==> config.mk <==
export PLATFORM = sky130hd
export DESIGN_NAME = msg_stream_writer
export DESIGN_NICKNAME = d
export VERILOG_FILES = /design/src/rtl/msg_pkg.sv /design/src/rtl/score_bcd_seq.sv /design/src/rtl/msg_stream_writer.sv
export SDC_FILE = /design/constraint.sdc
export NUM_CORES = 1
export LEC_CHECK = 0
export BUFFER_PORTS_ARGS = -buffer_cell sky130_fd_sc_hd__buf_4
export CAP_MARGIN = 10
export CORE_ASPECT_RATIO = 0.5
export CORE_MARGIN = 5
export CORE_UTILIZATION = 55
export DETAILED_ROUTE_END_ITERATION = 6
export PLACE_DENSITY = 0.84
export SYNTH_ARGS = -nofsm -noshare
export SYNTH_HDL_FRONTEND = slang
export SYNTH_SLANG_ARGS = --single-unit
==> constraint.sdc <==
create_clock -name clk -period 5.1 [get_ports clk]
set_input_delay 0.51 -clock clk [delete_from_list [all_inputs] [get_ports clk]]
set_output_delay 0.51 -clock clk [all_outputs]
set_load 0.01 [all_outputs]
==> src/rtl/msg_pkg.sv <==
// Shared types, ASCII constants and message-string lookup for the HEX character stream.
// Latency: none (types and pure functions only).
// Backpressure: n/a; the producer and consumer both import this package.
// Build option: MSG_ZERO_BLANK_EN sends a zero tens digit of the score as a space.
package msg_pkg;

    typedef enum logic [1:0] {
        MSG_NONE  = 2'd0,
        MSG_DEATH = 2'd1,
        MSG_WIN   = 2'd2,
        MSG_SCORE = 2'd3
    } msg_id_t;

    typedef enum logic [1:0] {
        IDLE = 2'd0,
        LOAD = 2'd1,
        CONV = 2'd2,
        SEND = 2'd3
    } state_t;

    localparam int SCORE_MAX = 99;

    localparam logic [7:0] ASCII_SP = 8'h20;
    localparam logic [7:0] ASCII_0  = 8'h30;
    localparam logic [7:0] ASCII_A  = 8'h41;
    localparam logic [7:0] ASCII_C  = 8'h43;
    localparam logic [7:0] ASCII_D  = 8'h44;
    localparam logic [7:0] ASCII_E  = 8'h45;
    localparam logic [7:0] ASCII_H  = 8'h48;
    localparam logic [7:0] ASCII_I  = 8'h49;
    localparam logic [7:0] ASCII_N  = 8'h4E;
    localparam logic [7:0] ASCII_S  = 8'h53;
    localparam logic [7:0] ASCII_T  = 8'h54;
    localparam logic [7:0] ASCII_W  = 8'h57;

    localparam logic [2:0] LEN_DEATH = 3'd5;
    localparam logic [2:0] LEN_WIN   = 3'd3;
    localparam logic [2:0] LEN_SCORE = 3'd4;

    function automatic logic [2:0] msg_len(input msg_id_t id);
        logic [2:0] len;
        case (id)
            MSG_DEATH: len = LEN_DEATH;
            MSG_WIN:   len = LEN_WIN;
            MSG_SCORE: len = LEN_SCORE;
            default:   len = 3'd1;
        endcase
        return len;
    endfunction

    function automatic logic [7:0] msg_char(input msg_id_t id, input logic [2:0] idx,
                                            input logic [3:0] tens, input logic [3:0] ones);
        logic [7:0] c;
        c = ASCII_SP;
        case (id)
            MSG_DEATH: begin
                case (idx)
                    3'd0:    c = ASCII_D;
                    3'd1:    c = ASCII_E;
                    3'd2:    c = ASCII_A;
                    3'd3:    c = ASCII_T;
                    3'd4:    c = ASCII_H;
                    default: c = ASCII_SP;
                endcase
            end
            MSG_WIN: begin
                case (idx)
                    3'd0:    c = ASCII_W;
                    3'd1:    c = ASCII_I;
                    3'd2:    c = ASCII_N;
                    default: c = ASCII_SP;
                endcase
            end
            MSG_SCORE: begin
                case (idx)
                    3'd0:    c = ASCII_S;
                    3'd1:    c = ASCII_C;
                    3'd2: begin
`ifdef MSG_ZERO_BLANK_EN
                        c = (tens == 4'd0) ? ASCII_SP : (ASCII_0 + {4'h0, tens});
`else
                        c = ASCII_0 + {4'h0, tens};
`endif
                    end
                    3'd3:    c = ASCII_0 + {4'h0, ones};
                    default: c = ASCII_SP;
                endcase
            end
            default: c = ASCII_SP;
        endcase
        return c;
    endfunction

endpackage

==> src/rtl/score_bcd_seq.sv <==
// Binary score (clamped to 99) to two BCD digits by repeated subtraction of 10.
// Latency: start in cycle 0 loads the value; done is high tens+1 cycles later (score 99: 10).
// Backpressure: none; digits hold after done until the next start.
// Ports: clk/reset, i_start + i_value (load), o_done (one-cycle pulse), o_tens/o_ones (BCD).
module score_bcd_seq
    import msg_pkg::*;
#(
    parameter int SCORE_W = 7   // must be >= 7 so that 99 is representable
) (
    input  logic               clk,
    input  logic               reset,
    input  logic               i_start,
    input  logic [SCORE_W-1:0] i_value,
    output logic               o_done,
    output logic [3:0]         o_tens,
    output logic [3:0]         o_ones
);

    localparam logic [SCORE_W-1:0] VALUE_MAX = SCORE_W'(SCORE_MAX);

    logic [6:0] r_rem;
    logic [3:0] r_tens;
    logic       r_run;
    logic [6:0] w_clamped;

    assign w_clamped = (i_value > VALUE_MAX) ? 7'(SCORE_MAX) : 7'(i_value);

    always_ff @(posedge clk or posedge reset) begin
        if (reset) begin
            r_rem  <= '0;
            r_tens <= '0;
            r_run  <= 1'b0;
        end else if (i_start) begin
            r_rem  <= w_clamped;
            r_tens <= '0;
            r_run  <= 1'b1;
        end else if (r_run) begin
            if (r_rem >= 7'd10) begin
                r_rem  <= r_rem - 7'd10;
                r_tens <= r_tens + 4'd1;
            end else begin
                r_run  <= 1'b0;
            end
        end
    end

    // Done is the cycle in which the remainder is already below 10, so the
    // conversion phase spends exactly tens+1 cycles.
    assign o_done = r_run && (r_rem < 7'd10);
    assign o_tens = r_tens;
    assign o_ones = r_rem[3:0];

endmodule

==> src/rtl/msg_stream_writer.sv <==
// Turns game events (hit/win/score) into ASCII messages sent one char per valid/ready beat.
// Latency: event edge at N -> first char valid after N+2 (score adds tens+1 convert cycles).
// Backpressure: ch_valid holds with data/last/msg_id stable until ch_ready; events queue as pend flags.
// Ports: clk, reset (async, active-high); ev_hit/ev_win/ev_score levels, score;
//        ch_data/ch_valid/ch_last/ch_ready stream; msg_id, busy status.
// Build option: MSG_ZERO_BLANK_EN (see msg_pkg) blanks a zero tens digit.
module msg_stream_writer
    import msg_pkg::*;
#(
    parameter int SCORE_W = 7
) (
    input  logic               clk,
    input  logic               reset,
    input  logic               ev_hit,
    input  logic               ev_win,
    input  logic               ev_score,
    input  logic [SCORE_W-1:0] score,
    output logic [7:0]         ch_data,
    output logic               ch_valid,
    output logic               ch_last,
    input  logic               ch_ready,
    output logic [1:0]         msg_id,
    output logic               busy
);

    state_t     r_state, w_next;
    msg_id_t    r_msg_id, w_sel;
    logic [2:0] r_idx;
    logic       r_prev_hit, r_prev_win, r_prev_score;
    logic       r_pend_hit, r_pend_win, r_pend_score;
    logic       w_rise_hit, w_rise_win, w_rise_score;
    logic       w_take_hit, w_take_win, w_take_score;
    logic       w_accept, w_last, w_bcd_start, w_bcd_done;
    logic [3:0] w_tens, w_ones;

    assign w_rise_hit   = ev_hit   & ~r_prev_hit;
    assign w_rise_win   = ev_win   & ~r_prev_win;
    assign w_rise_score = ev_score & ~r_prev_score;

    // Fixed priority hit > win > score among pending requests.
    always_comb begin
        w_sel = MSG_NONE;
        if (r_pend_hit)        w_sel = MSG_DEATH;
        else if (r_pend_win)   w_sel = MSG_WIN;
        else if (r_pend_score) w_sel = MSG_SCORE;
    end

    assign w_take_hit   = (r_state == LOAD) && (w_sel == MSG_DEATH);
    assign w_take_win   = (r_state == LOAD) && (w_sel == MSG_WIN);
    assign w_take_score = (r_state == LOAD) && (w_sel == MSG_SCORE);
    assign w_bcd_start  = w_take_score;

    assign w_accept = (r_state == SEND) && ch_ready;
    assign w_last   = (r_idx == (msg_len(r_msg_id) - 3'd1));

    score_bcd_seq #(.SCORE_W(SCORE_W)) u_bcd (
        .clk     (clk),
        .reset   (reset),
        .i_start (w_bcd_start),
        .i_value (score),
        .o_done  (w_bcd_done),
        .o_tens  (w_tens),
        .o_ones  (w_ones)
    );

    always_ff @(posedge clk or posedge reset) begin
        if (reset) r_state <= IDLE;
        else       r_state <= w_next;
    end

    always_comb begin
        w_next = r_state;
        case (r_state)
            IDLE:    if (r_pend_hit || r_pend_win || r_pend_score) w_next = LOAD;
            LOAD:    w_next = (w_sel == MSG_SCORE) ? CONV : SEND;
            CONV:    if (w_bcd_done) w_next = SEND;
            SEND:    if (w_accept && w_last) w_next = IDLE;
            default: w_next = IDLE;
        endcase
    end

    always_comb begin
        ch_valid = 1'b0;
        ch_last  = 1'b0;
        ch_data  = ASCII_SP;
        busy     = (r_state != IDLE);
        if (r_state == SEND) begin
            ch_valid = 1'b1;
            ch_last  = w_last;
            ch_data  = msg_char(r_msg_id, r_idx, w_tens, w_ones);
        end
    end

    assign msg_id = r_msg_id;

    always_ff @(posedge clk or posedge reset) begin
        if (reset) begin
            r_prev_hit   <= 1'b0;
            r_prev_win   <= 1'b0;
            r_prev_score <= 1'b0;
            r_pend_hit   <= 1'b0;
            r_pend_win   <= 1'b0;
            r_pend_score <= 1'b0;
            r_msg_id     <= MSG_NONE;
            r_idx        <= '0;
        end else begin
            r_prev_hit   <= ev_hit;
            r_prev_win   <= ev_win;
            r_prev_score <= ev_score;
            // A new edge in the same cycle the flag is consumed must survive.
            r_pend_hit   <= (r_pend_hit   & ~w_take_hit)   | w_rise_hit;
            r_pend_win   <= (r_pend_win   & ~w_take_win)   | w_rise_win;
            r_pend_score <= (r_pend_score & ~w_take_score) | w_rise_score;
            if (r_state == LOAD) begin
                r_msg_id <= w_sel;
                r_idx    <= '0;
            end else if (w_accept) begin
                if (w_last) begin
                    r_msg_id <= MSG_NONE;
                    r_idx    <= '0;
                end else begin
                    r_idx    <= r_idx + 3'd1;
                end
            end
        end
    end

endmodule

==> impl_metrics.toml <==
[outcome]
status = "finished, final reports clean"

[clock_network]
cts-root-buf = "clkbuf_8"
tritoncts = "done"
clock_path_buffers = 2
postCtsSetupBuffers = 0
path_clk_slew_ns = 0.08
numClockSinks = 25
cts-resized-gates = 0
cts_hold_buf = 0
htree_levels = 1
insertion_delay_ns = 0.26
numCtsBuffers = 3

[setup_path]
reg2reg_slack_ns = 2.91
rr_startpoint = "r_state[1]"
cp-end-kind = "output pin"
reg2reg_depth = 6
crit_family = "compound AO/OA/AOI/OAI gates"
crit_path_top_delay_cell = "dfrtp_1"
path_buf_inv = 2
cp_slowest_stage_delay_ns = 0.47
crit_end = "ch_data[1]"
crit_chain = "inv_1, ha_1, nor2b_1, a221o_1, a21oi_1, nor3_1, buf_4"
timing.critical_path.from = "r_idx[0]"
crit_arrival_ns = 2.03
cp-start-kind = "register"
reg2reg_to = "u_bcd.r_rem[0]"
path_depth = 7
crit_fanout = 8
cp.required_ns = 4.59
path_class = "register to output pin"

[power]
p_sw_frac = 0.458
switchingPower_w = 0.000544
combPwrFrac = 0.568
internal_power_w = 0.000645
clockPowerShare = 0.094
power_w = 0.00119
peakVddDrop_mv = 0.269
p_leak_nw = 0.863
powerDensity_nw_per_um2 = 610
seq_power_share = 0.338

[detailed_routing]
first_pass_iters = 4
detail-route-antenna-nets = 0
vias = 1525
drc = 0
viasPerCell = 5.96
drt_iter0_markers = 124
routedWlPerCell_um = 14.7
wirelength_mm = 3.76

[synthesis]
synth_edf_count = 0
yosysUniqueCellTypes = 54
syn_avg_cell_area_um2 = 8.82
synth_ff_type = "dfrtp_1"
synth_top_area_frac = 0.366
synthTopCellsByArea = "dfrtp_1 37%, ha_1 8.0%, a21oi_1 5.0%, nor2_1 4.2%, inv_1 4.0%"
yosysWarnings = 0
synth_area_leader_cell = "dfrtp_1"
netlist_instances = 194
synth-async-reset-ratio = 1.00
synth_seq_area_share = 0.366
synth_nets = 218
ys_ff_latch = 25
synth_area_um2 = 1710

[min_path]
hold_depth = 1
min_path_type = "input port to register"

[sta]
rsz0062_at_grt = "false"
setup_violations = 0
relSlewSlack = 0.388
fin_tns_setup_ns = 0
worstMarginPinSlew_ns = 0.917
clock_skew_ns = 0.00357
period_needed_ns = 2.54
whs_ns = 0.358
hold_viol = 0
finalCritPeriodShare = 0.498
setup_ws_ns = 2.56
fmax_mhz = 393
drv_slew = 0

[floorplanning]
start_util = 0.571
die_x_um = 88.9
rows = 14
die-area_um2 = 4390
die_y_um = 49.4
io_pins = 26
coreArea_um2 = 3000

[cells_and_area]
finalNetCount = 241
drive_above_1_share = 0.153
final_util = 0.651
area_growth_pct = 14.0
diodes = 0
final_common_cell = "dfrtp_1"
final_cell_mix = "25 x dfrtp_1, 24 x buf_4, 19 x nor2_1"

[placement]
place_congestion = 0.891
numPortBuffers = 24
pre_cts_slack_ns = 2.86
dp_hpwl_mm = 2.93

[grt]
grt_pass1_vias = 1382
grt_use_total = 0.181
grt_pass1_wl_mm = 6.27
grt_overflow = 0
grt_max_degree = 26
antenna_found_initial = 0

[flow_run]
cap_viol_max_count = 0
==> power by group through the flow <==
stage                     registers (W)  clock network, W  logic [W]
after floorplan                0.000363                 0   0.000511
after global placement         0.000395                 0   0.000642
after detailed placement       0.000401                 0   0.000667
after CTS                      0.000397          0.000117   0.000674
after global routing           0.000414          0.000128   0.000754
final                          0.000402          0.000112   0.000675
==> synthesized netlist by cell type, types with 2 or more instances <==
library cell	number
nand2b_1	5
nor3_1	4
clkbuf_1	2
o21ai_0	11
nand2_1	11
o211ai_1	3
nand3b_1	3
and3_1	2
o21ai_1	2
ha_1	11
a31oi_1	2
xnor2_1	2
xor2_1	3
dfrtp_1	25
a2bb2oi_1	3
nor2_1	19
o311ai_1	2
o31ai_1	2
o21bai_1	2
a21oi_1	17
buf_2	2
o32ai_1	2
a32oi_1	3
a221o_1	2
nor2b_1	3
nand3_1	6
inv_1	18
==> how the worst min path moves through the flow <==
stage,startpoint,endpoint,slack (ns)
floorplan,r_prev_hit,r_pend_hit,0.40
global placement,r_prev_win,r_pend_win,0.40
detailed placement,r_prev_win,r_pend_win,0.41
CTS,ev_win,r_prev_win,0.35
global route,ev_win,r_prev_win,0.34
finish,ev_win,r_prev_win,0.36
==> state kept, by name, summed over array words and instances, names as in the netlist <==
register	flops
u_bcd.r_rem	7
u_bcd.o_tens	4
r_idx	3
msg_id	2
r_state	2
r_pend_hit	1
r_pend_score	1
r_pend_win	1
r_prev_hit	1
r_prev_score	1
r_prev_win	1
u_bcd.r_run	1
==> final cells by class <==
| class | count | area (µm²) |
|---|---|---|
| fillers | 240 | 1050 |
| clock buffers | 4 | 45.0 |
| inverters | 18 | 67.6 |
| multi-input cells | 145 | 981 |
| repair buffers | 24 | 180 |
| well taps | 40 | 50.0 |
| flip-flops and latches | 25 | 626 |
==> layer usage <==
layer,GRT usage,part of all wire,vias up
met5,0,0,-
met4,0.0352,0.0061,0
met3,0.0489,0.064,2
met2,0.272,0.44,50
met1,0.260,0.48,727
li1,-,-,746
==> worst reg2reg max path, cell delays in order, from the launching register on <==
cell and delay (ns):
dfrtp_1 0.43, inv_1 0.10, ha_1 0.35, nand2b_1 0.14
nor2_1 0.56, o21ai_1 0.27, o22a_1 0.24
==> logic make-up (layout without fill, tap and decap cells) <==
kind of cell | count (synthesis) | in the layout | share of synthesized area
XOR/XNOR | 5 | 5 | 0.0256
adder cells (fa/ha/maj) | 11 | 11 | 0.0805
AO/OA/AOI/OAI | 63 | 63 | 0.260
buffers and inverters | 24 | 46 | 0.0607
multiplexers | 2 | 2 | 0.0124
flip-flops | 25 | 25 | 0.366
other | 1 | 1 | 0.00219
AND/OR/NAND/NOR | 63 | 63 | 0.193
==> per-stage QoR <==
stage	std cells	cell area [µm²]
5_1_grt	256	1950
3_3_place_gp	252	1900
2_1_floorplan	194	1710
3_5_place_dp	252	1900
6_report	256	1950
4_1_cts	256	1950
No activity file was read; power rests on OpenSTA's default activity.
